--- config.mk ---
export PLATFORM = sky130hd
export DESIGN_NAME = signal_field_serializer
export DESIGN_NICKNAME = d
export VERILOG_FILES = /design/src/rtl/signal_field_serializer.sv
export SDC_FILE = /design/constraint.sdc
export NUM_CORES = 1
export LEC_CHECK = 0
export ABC_CLOCK_PERIOD_IN_PS = 1500
export CORE_ASPECT_RATIO = 1.5
export CORE_UTILIZATION = 30
export CTS_BUF_LIST = sky130_fd_sc_hd__clkbuf_16
export DETAILED_ROUTE_END_ITERATION = 10
export HOLD_SLACK_MARGIN = 0.1
export SLEW_MARGIN = 20
export SYNTH_ARGS = -nofsm -noshare
export SYNTH_HDL_FRONTEND = slang
export SYNTH_SLANG_ARGS = --single-unit
--- constraint.sdc ---
create_clock -name clk -period 1.5 [get_ports clk]
set_input_delay 0.3 -clock clk [delete_from_list [all_inputs] [get_ports clk]]
set_output_delay 0.3 -clock clk [all_outputs]
set_load 0.02 [all_outputs]
--- src/rtl/signal_field_serializer.sv ---
// Builds the 802.11a SIGNAL word (RATE, reserved, LENGTH, parity, tail) and
// shifts it out LSB first, one bit per valid/ready handshake.
module signal_field_serializer #(
  parameter int RATE_W = 4,
  parameter int LEN_W  = 12,
  parameter int TAIL_W = 6
) (
  input  logic              clk,
  input  logic              reset,
  input  logic              start,
  input  logic [RATE_W-1:0] rate,
  input  logic [LEN_W-1:0]  length,
  input  logic              bit_ready,
  output logic              bit_out,
  output logic              bit_valid,
  output logic              busy,
  output logic              done,
  output logic              err
);

  localparam int N     = RATE_W + 1 + LEN_W + 1 + TAIL_W;
  localparam int IDX_W = $clog2(N);

  typedef enum logic [1:0] {IDLE, SEND, FIN} state_t;

  state_t           state_q, state_d;
  logic [IDX_W-1:0] idx_q, idx_d;
  logic [N-1:0]     word_q, word_d;
  logic             valid_q, valid_d;
  logic             busy_q, busy_d;
  logic             done_q, done_d;
  logic             err_q, err_d;

  logic             legal;
  logic             parity;
  logic             transfer;
  logic [N-1:0]     assembled;

  // Only a MSB-set RATE code is a real 802.11a rate; an empty PSDU is rejected too.
  assign legal     = rate[RATE_W-1] && (length != '0);
  assign parity    = ^{rate, length};
  assign assembled = {{TAIL_W{1'b0}}, parity, length, 1'b0, rate};
  assign transfer  = valid_q && bit_ready;

  // The word shifts right on each transfer, so its LSB is always the bit on the wire.
  always_comb begin
    state_d = state_q;
    idx_d   = idx_q;
    word_d  = word_q;
    valid_d = 1'b0;
    busy_d  = 1'b0;
    done_d  = 1'b0;
    err_d   = 1'b0;
    case (state_q)
      IDLE: begin
        if (start) begin
          if (legal) begin
            word_d  = assembled;
            idx_d   = '0;
            state_d = SEND;
            valid_d = 1'b1;
            busy_d  = 1'b1;
          end else begin
            err_d = 1'b1;
          end
        end
      end
      SEND: begin
        valid_d = 1'b1;
        busy_d  = 1'b1;
        if (transfer) begin
          word_d = {1'b0, word_q[N-1:1]};
          if (idx_q == IDX_W'(N - 1)) begin
            idx_d   = '0;
            state_d = FIN;
            valid_d = 1'b0;
            busy_d  = 1'b0;
            done_d  = 1'b1;
          end else begin
            idx_d = idx_q + IDX_W'(1);
          end
        end
      end
      FIN: begin
        state_d = IDLE;
      end
      default: begin
        state_d = IDLE;
      end
    endcase
  end

  always_ff @(posedge clk) begin
    if (reset) begin
      state_q <= IDLE;
      idx_q   <= '0;
      word_q  <= '0;
      valid_q <= 1'b0;
      busy_q  <= 1'b0;
      done_q  <= 1'b0;
      err_q   <= 1'b0;
    end else begin
      state_q <= state_d;
      idx_q   <= idx_d;
      word_q  <= word_d;
      valid_q <= valid_d;
      busy_q  <= busy_d;
      done_q  <= done_d;
      err_q   <= err_d;
    end
  end

  assign bit_out   = word_q[0];
  assign bit_valid = valid_q;
  assign busy      = busy_q;
  assign done      = done_q;
  assign err       = err_q;

endmodule

==> flow_summary.toml <==
[run_status]
outcome = "complete, no violations"

[logic_synthesis]
synth_top_area_frac = 0.3326
synth_edf_count = 0
synth_area_leaders = "dfxtp_1, mux2i_1, a2111oi_2"
syn-num-nets = 192
synth_area_mm2 = 0.001685
ys_ff_latch = 28
yosysSeqAreaShare = 0.3326
yosys_warnings = 0
synth_area_leader_cell = "dfxtp_1"
async_flop_share = 0
synth-main-ff-cell = "dfxtp_1"
ys_types = 41
syn_inst = 165
avgSynthCellArea_um2 = 10.21

[grt]
grt_pass1_vias = 1534
grt_max_degree = 22
grt_overflow = 0
grt_usage = 0.1642
antenna_found_initial = 0
grt_pass1_wl_um = 7548

[clock_tree]
clkTransAtPathRegs_ns = 0.07
cts_buffers = 3
ctsHtreeMaxLevel = 1
cts_buffer_depth = 2
cts.sinks = 28
cts_tree = "built"
insertion_delay_ns = 0.26
cts_hold_buf = 0
cts-root-buf = "clkbuf_16"

[drt]
avgViaCountPerCell = 5.173
wl_per_cell_um = 15.79
wirelength_um = 4563
via_count = 1495
first_pass_iters = 4
ant_nets = 0
drt_iter0_drc = 73
drcViolationCount = 0

[die]
ios = 25
start_util = 0.3092
core_area_mm2 = 0.005450
die_height_um = 93.80
dieArea_mm2 = 0.005928
rows = 33
die_x_um = 63.20

[finish]
n_antenna_cell = 0
layout_common_cells = "buf_4, dfxtp_1, mux2i_1"
drive_gt1_frac = 0.5251
area_growth_pct = 60.88
final_area_mm2 = 0.002711
fin_util = 0.4975
final_nets = 247
final_common_cell = "buf_4"

[setup_path]
timing.critical_path.buf_inv = 1
end_kind = "output port"
crit_chain = "clkdlybuf4s50_1"
crit_fanout = 1
cpPeakStageDelay_ns = 0.59
path_class = "flip-flop to output port"
path_delay_family = "buffers and inverters"
cp_data_required_time_ns = 1.20
critPathLaunchType = "flip-flop"
crit_arrival_ns = 1.17
slowest_stage = "clkdlybuf4s50_1"

[sta]
final_hold_viol_count = 0
rsz0062_at_grt = "false"
finalCriticalPeriod_ns = 1.467
final.setup_skew_ns = 0.006776
fin_tns_setup_ns = 0
setup_viol = 0
fin_crit_sh = 0.9780
relSlewSlack = 0.7038
fmax_mhz = 681.7
worst-slew-pin-transition_ns = 0.4444
slew_viol_final = 0

[placement]
place_area_mm2 = 0.002375
globalplace.congestion = 0.7430
place_hpwl_um = 3187
place.port_buffers = 24

[worst_hold_path]
min-delay-path-class = "input port to flip-flop"

[power]
leakagePower_nw = 1.122
ir_drop_uv = 394.2
power_density_mw_per_mm2 = 731.9

[job]
drv_cap = 0
-- flip-flops by register name, indices dropped and copies added, names as in the netlist --
name	flops
done	1
word_q	18
busy	1
idx_q	5
state_q	2
err	1
-- worst paths after layout --
check / from / endpoint / slack, ns / cells past startpoint
worst max register to register: state_q[0]$_SDFFE_PP0P_ / word_q[4]$_SDFFE_PP0P_ / 0.07 / 5
worst min-delay path: bit_ready / done$_SDFF_PP0_ / 0.42 / 3
worst max-delay path: err$_SDFF_PP0_ / err / 0.03 / 1
worst min register to register: word_q[12]$_SDFFE_PP0P_ / word_q[12]$_SDFFE_PP0P_ / 0.49 / 1
-- synthesized netlist by cell type (2+ instances only) --
| master | number |
|---|---|
| a21oi_1 | 3 |
| nand2_1 | 9 |
| o2111ai_1 | 2 |
| a2111oi_2 | 7 |
| dfxtp_1 | 28 |
| buf_4 | 2 |
| mux2i_1 | 18 |
| a2111oi_0 | 8 |
| nor2b_1 | 3 |
| xnor3_1 | 2 |
| xnor2_1 | 2 |
| o32ai_1 | 2 |
| buf_6 | 2 |
| a31o_1 | 8 |
| a221oi_1 | 2 |
| ha_1 | 7 |
| nand3_1 | 3 |
| o21ai_0 | 2 |
| a31o_2 | 9 |
| inv_1 | 16 |
| clkbuf_1 | 5 |
| nor3_1 | 3 |
| buf_2 | 3 |
| and4b_1 | 2 |
-- repair_timing --
item | in CTS | in global routing
pin swaps | 16 | 7
resized for setup | 86 | 29
buffers inserted | 1 | 2
gates cloned | 2 | 0
endpoints found under the setup margin | 28 | 21
-- routing by layer --
layer,global-route usage,routed length (um),vias to the layer above
li1,-,-,745
met1,0.1868,1875,728
met2,0.3065,2570,18
met3,0.01699,64,4
met4,0.06818,52,0
met5,0,0,-
-- layout make-up --
class	count	area, um^2
clock buffer	3	75.07
clock inverter	1	3.754
fill	515	2739
inverter	16	77.57
multi-input combinational	108	1311
sequential	28	565.5
tap	70	87.58
timing repair buffer	63	590.6
-- report_power, final --
part / switching, mW / leakage (nW) / total, mW / internal (mW)
registers: 0.0245 / 0.229 / 0.801 / 0.776
logic: 0.250 / 0.855 / 0.563 / 0.314
clock network: 0.262 / 0.0385 / 0.620 / 0.358
-- metrics by stage --
| stage | setup WS (ns) | instances | power (mW) | hold slack (ns) |
|---|---|---|---|---|
| CTS | -0.006846 | 289 | 1.994 | 0.4838 |
| finish | 0.03307 | 289 | 1.984 | 0.4177 |
| global route | 0.003414 | 289 | 2.073 | 0.4534 |
| global placement | -0.7026 | 282 | 1.298 | 0.4561 |
| floorplan | -0.01616 | 165 | 1.103 | 0.4471 |
| detailed placement | -0.7420 | 282 | 1.304 | 0.4633 |
-- kinds of logic (layout without fill, tap and decap cells) --
group / Yosys count / in the layout / share of synthesized area
adder cells (fa/ha/maj): 7 / 7 / 0.05196
buffers and inverters: 29 / 83 / 0.08017
XOR/XNOR: 6 / 6 / 0.05642
AO/OA/AOI/OAI: 48 / 48 / 0.2658
AND/OR/NAND/NOR: 28 / 28 / 0.09948
multiplexers: 19 / 19 / 0.1136
flip-flops: 28 / 28 / 0.3326
Note: power is estimated with default switching activity, not from simulation.
